**src/rtl/hazard_stall_ctrl.sv**
```systemverilog
`default_nettype none
// ============================================================================
// Module   : hazard_stall_ctrl
// Purpose  : Turns per-stage RAW match flags into PC hold, IF/ID hold,
//            ID/EX bubble and IF/ID flush. A down-counter sizes each stall
//            from the producer's distance to WB. Also handles taken-branch
//            squash and HALT freeze.
// Options  : STALL_PERF_CNT_EN - builds the saturating stall_cycles_o counter
//            (otherwise stall_cycles_o is tied to 0).
// Revision : 1.0 - initial release
// ============================================================================
module hazard_stall_ctrl #(
  parameter int STALL_EX  = 3,
  parameter int STALL_MEM = 2,
  parameter int STALL_WB  = 1,
  parameter int CNT_W     = 2,
  parameter int PERF_W    = 16
) (
  input  logic              clk,
  input  logic              rst_n,
  input  logic              hz_id_ex_i,
  input  logic              hz_ex_mem_i,
  input  logic              hz_mem_wb_i,
  input  logic              branch_taken_i,
  input  logic              halt_req_i,
  output logic              pc_stall_o,
  output logic              if_id_stall_o,
  output logic              id_ex_bubble_o,
  output logic              if_id_flush_o,
  output logic              halted_o,
  output logic [PERF_W-1:0] stall_cycles_o
);

  localparam int LEN_W = CNT_W + 1;

  typedef enum logic [1:0] {
    S_IDLE  = 2'd0,
    S_STALL = 2'd1,
    S_HALT  = 2'd2
  } state_t;

  state_t           state_q, state_d;
  logic [CNT_W-1:0] cnt_q, cnt_d;

  logic [LEN_W-1:0] w_stall_len;
  logic             w_stall;   // hazard stall (excludes HALT freeze)
  logic             w_flush;
  logic             w_halted;

  // Stall length: the nearest producer dictates how long ID must wait.
  always_comb begin
    w_stall_len = '0;
    if (hz_id_ex_i)       w_stall_len = LEN_W'(STALL_EX);
    else if (hz_ex_mem_i) w_stall_len = LEN_W'(STALL_MEM);
    else if (hz_mem_wb_i) w_stall_len = LEN_W'(STALL_WB);
  end

  // State and remaining-stall counter.
  always_ff @(posedge clk or negedge rst_n) begin
    if (!rst_n) begin
      state_q <= S_IDLE;
      cnt_q   <= '0;
    end else begin
      state_q <= state_d;
      cnt_q   <= cnt_d;
    end
  end

  // Next-state and raw control decode; branch squash beats any hazard.
  always_comb begin
    state_d  = state_q;
    cnt_d    = cnt_q;
    w_stall  = 1'b0;
    w_flush  = 1'b0;
    w_halted = 1'b0;
    unique case (state_q)
      S_IDLE: begin
        if (branch_taken_i) begin
          w_flush = 1'b1;
          cnt_d   = '0;
        end else if (w_stall_len != '0) begin
          // First stall cycle is this one, so the counter holds the rest.
          w_stall = 1'b1;
          if (w_stall_len > LEN_W'(1)) begin
            cnt_d   = CNT_W'(w_stall_len - LEN_W'(1));
            state_d = S_STALL;
          end
        end else if (halt_req_i) begin
          state_d = S_HALT;
        end
      end
      S_STALL: begin
        if (branch_taken_i) begin
          w_flush = 1'b1;
          cnt_d   = '0;
          state_d = S_IDLE;
        end else begin
          w_stall = 1'b1;
          cnt_d   = cnt_q - CNT_W'(1);
          if (cnt_q == CNT_W'(1)) state_d = S_IDLE;
        end
      end
      S_HALT: begin
        w_halted = 1'b1;
      end
      default: begin
        state_d = S_IDLE;
        cnt_d   = '0;
      end
    endcase
  end

  // Outputs are forced low while reset is held, regardless of inputs.
  assign pc_stall_o     = rst_n & (w_stall | w_halted);
  assign if_id_stall_o  = rst_n & (w_stall | w_halted);
  assign id_ex_bubble_o = rst_n & (w_stall | w_halted | w_flush);
  assign if_id_flush_o  = rst_n & w_flush;
  assign halted_o       = rst_n & w_halted;

`ifdef STALL_PERF_CNT_EN
  logic [PERF_W-1:0] perf_q;

  // Saturating count of hazard-stall cycles; HALT freeze is not counted.
  always_ff @(posedge clk or negedge rst_n) begin
    if (!rst_n) begin
      perf_q <= '0;
    end else if (w_stall && (perf_q != '1)) begin
      perf_q <= perf_q + PERF_W'(1);
    end
  end

  assign stall_cycles_o = perf_q;
`else
  assign stall_cycles_o = '0;
`endif

endmodule
`default_nettype wire
```
**config.mk**
```make
export PLATFORM = sky130hd
export DESIGN_NAME = hazard_stall_ctrl
export DESIGN_NICKNAME = d
export VERILOG_FILES = /design/src/rtl/hazard_stall_ctrl.sv
export SDC_FILE = /design/constraint.sdc
export NUM_CORES = 1
export LEC_CHECK = 0
export ABC_AREA = 1
export CAP_MARGIN = 20
export CORE_UTILIZATION = 35
export CTS_CLUSTER_SIZE = 24
export DETAILED_ROUTE_END_ITERATION = 6
export GPL_TIMING_DRIVEN = 0
export PLACE_DENSITY = 0.84
export SYNTH_ARGS = -nofsm -noshare
export SYNTH_HDL_FRONTEND = slang
export SYNTH_SLANG_ARGS = --single-unit
```
**constraint.sdc**
```tcl
create_clock -name clk -period 3.9 [get_ports clk]
set_input_delay 0.975 -clock clk [delete_from_list [all_inputs] [get_ports clk]]
set_output_delay 0.975 -clock clk [all_outputs]
set_load 0.01 [all_outputs]
```
==> impl_metrics.csv <==
group,metric,value,unit
status,status,"complete, no violations",
worst_hold_path,hold_path_class,"flop to flop",
flow_run,maxCapViolCount,0,
critical_path,critPathMaxFanout,3,
grt,grt_pass1_vias,428,
grt,grt_antenna_before_repair,0,
critical_path,crit_path_frequent_cell,"nand2_1",
critical_path,r2r_start,"cnt_q[0]",
sta,fin_tns_setup,0,ns
yosys,ys_warn_count,0,
routing,finalWirelength,1.03,mm
finish,fillCellCount,139,
yosys,synth-seq-cells,4,
floorplanning,start_util,38.0,%
routing,vias,493,
sta,timing.hold.ws,0.511,ns
critical_path,slowest_stage,"clkdlybuf4s50_1",
sta,hold_viol,0,
power_and_ir_drop,power_frac_clock,39.8,%
power_and_ir_drop,p_leak,0.450,nW
finish,seqCellArea,100,sq um
yosys,syn_area,494,sq um
grt,grt_max_degree,7,
critical_path,rrSetupSlack,2.79,ns
yosys,syn_area_per_cell,6.34,sq um
sta,period_share,95.2,%
power_and_ir_drop,p_comb_share,30.1,%
cts,path_clk_slew,0.04,ns
critical_path,critPathMaxStageDelay,0.55,ns
cts,clk_latency,0.25,ns
grt,gr-usage-all-layers,15.9,%
routing,wire_per_inst,8.48,um
cts,htreeDepth,1,
cts,cts_tree,"yes",
cts,cts_setup_buffers,0,
placed_design,dp_hpwl,877,um
critical_path,endpoint_kind,"output pin",
sta,skew,0.00415,ns
placed_design,pre_cts_ws,0.0958,ns
critical_path,crit_chain,"clkdlybuf4s50_1, inv_1, nand2_1, nand2_1, inv_1, ha_1, nand2_1, nand2_1, o22ai_1, clkdlybuf4s50_1",
placed_design,port_buffers,11,
power_and_ir_drop,sw_frac_of_total,29.3,%
floorplanning,core,1300,sq um
floorplanning,die-area,1570,sq um
finish,n_antenna_cell,0,
sta,setup_viol,0,
power_and_ir_drop,power_switching,41.4,uW
finish,drive_above_1_share,23.4,%
cts,clockBufferDepth,2,
grt,grt_pass1_wl,1.58,mm
cts,clock_sinks,4,
worst_hold_path,hp-start,"cnt_q[0]",
sta,fin_ws,0.187,ns
sta,fin_crit,3.71,ns
floorplanning,die_y,39.6,um
routing,drcViolationCount,0,
critical_path,startpoint,"hz_ex_mem_i",
routing,vias_per_cell,4.04,
sta,rsz0062_at_grt,"false",
critical_path,worstSetupStartpointType,"input port",
power_and_ir_drop,power.density,200,nW/um^2
placed_design,gp_congestion,0.742,
critical_path,crit_type,"input port to output pin",
power_and_ir_drop,p_seq_share,30.1,%
finish,multi_input_area,277,sq um
floorplanning,fp-row-count,13,
routing,drt_pass1_iterations,4,
cts,cts_buffers,3,
finish,syn2layout_area_growth,43.0,%
cts,cts-root-buf,"clkbuf_4",
finish,finalNetCount,120,
floorplanning,die_width,39.6,um
critical_path,crit_arrival,2.74,ns
yosys,syn_inst,78,
floorplanning,boundaryPins,28,
yosys,yosysUniqueCellTypes,15,
power_and_ir_drop,worst_ir_drop_vdd,0.110,mV
grt,grt_overflow,0,
routing,first_iter_violations,18,
yosys,yosysSeqAreaShare,20.3,%
routing,ant_nets,0,
sta,slew_violations,0,
critical_path,worst_ep_required_time,2.92,ns
power_and_ir_drop,intPower,100,uW
sta,max_freq,0.269,GHz
layer usage:
metal | vias to the layer above | global-route usage, % | wire, um
li1 | 260 | - | -
met1 | 208 | 11.9 | 364
met2 | 22 | 33.6 | 581
met3 | 3 | 3.41 | 67
met4 | 0 | 10.3 | 21
met5 | - | 0 | 0
cell usage after synthesis (all sizes together):
library cell | n | area share (%)
ha | 4 | 10
dfrtp | 4 | 20
nand3 | 5 | 5.1
inv | 13 | 9.9
nand2 | 22 | 17
buf | 17 | 26
o22ai | 1 | 1.3
conb | 1 | 0.76
o21ai | 2 | 2.0
a21oi | 1 | 1.0
nor2 | 8 | 6.6
stage by stage:
step | utilization (%) | power [mW] | cells | area, sq um
floorplan | - | 0.0710 | 93 | 551
global placement | 52.2 | 0.0834 | 119 | 679
detailed placement | 52.2 | 0.0855 | 119 | 679
CTS | 53.9 | 0.140 | 122 | 702
global route | 54.3 | 0.146 | 122 | 707
finish | 54.3 | 0.141 | 122 | 707
area by class of cell:
cell class                 count  area share, %
inverter                      13           6.90
buffer                        17           18.1
tap                           15           2.65
clock buffer                   3           3.19
timing repair buffer          11           15.9
multi-input combinational     59           39.1
sequential                     4           14.2
critical path, delay by kind of cell:
kind,cells,cell delay (ns)
compound gates,1,0.15
buf+inv,4,1.14
fa+ha+maj,1,0.18
simple gates,4,0.30
placed cells by master, fill, tap and decap left out, drive strengths merged:
cell type      count
inv               13
dlymetal6s2s       1
a21oi              1
conb              16
ha                 4
buf               17
o21ai              2
dfrtp              4
o22ai              1
nor2               8
clkbuf             3
nand2             22
clkdlybuf4s50     10
nand3              5
power groups by stage:
stage	logic (mW)	registers [mW]	clock network [mW]
after CTS	0.0424	0.0426	0.0551
final	0.0425	0.0426	0.0563
after global placement	0.0404	0.0430	0
after detailed placement	0.0423	0.0431	0
after floorplan	0.0280	0.0430	0
after global routing	0.0484	0.0426	0.0548
worst paths after layout:
kind	end	cells after the start
setup / recovery	id_ex_bubble_o	10
hold / removal	cnt_q[0]	2
setup reg to reg	cnt_q[1]	5
hold reg to reg	cnt_q[0]	2
max in group asynchronous	state_q[0]	1
min in group asynchronous	state_q[1]	1
cells by family after synthesis:
logic type,synth area share [%]
simple gates,28.9
fa+ha+maj,10.1
compound gates,4.30
buf+inv,35.7
other cells,0.759
flops,20.3
flip-flops by register name, indices dropped and copies added, names as in the netlist:
signal	count
state_q	2
cnt_q	2
repair_timing:
item	in CTS	in global routing
gates resized for setup	0	2
setup endpoints to repair	0	1
endpoints found under the hold margin	0	0
hold buffers	0	0
Power figures use the tool's default switching activity.
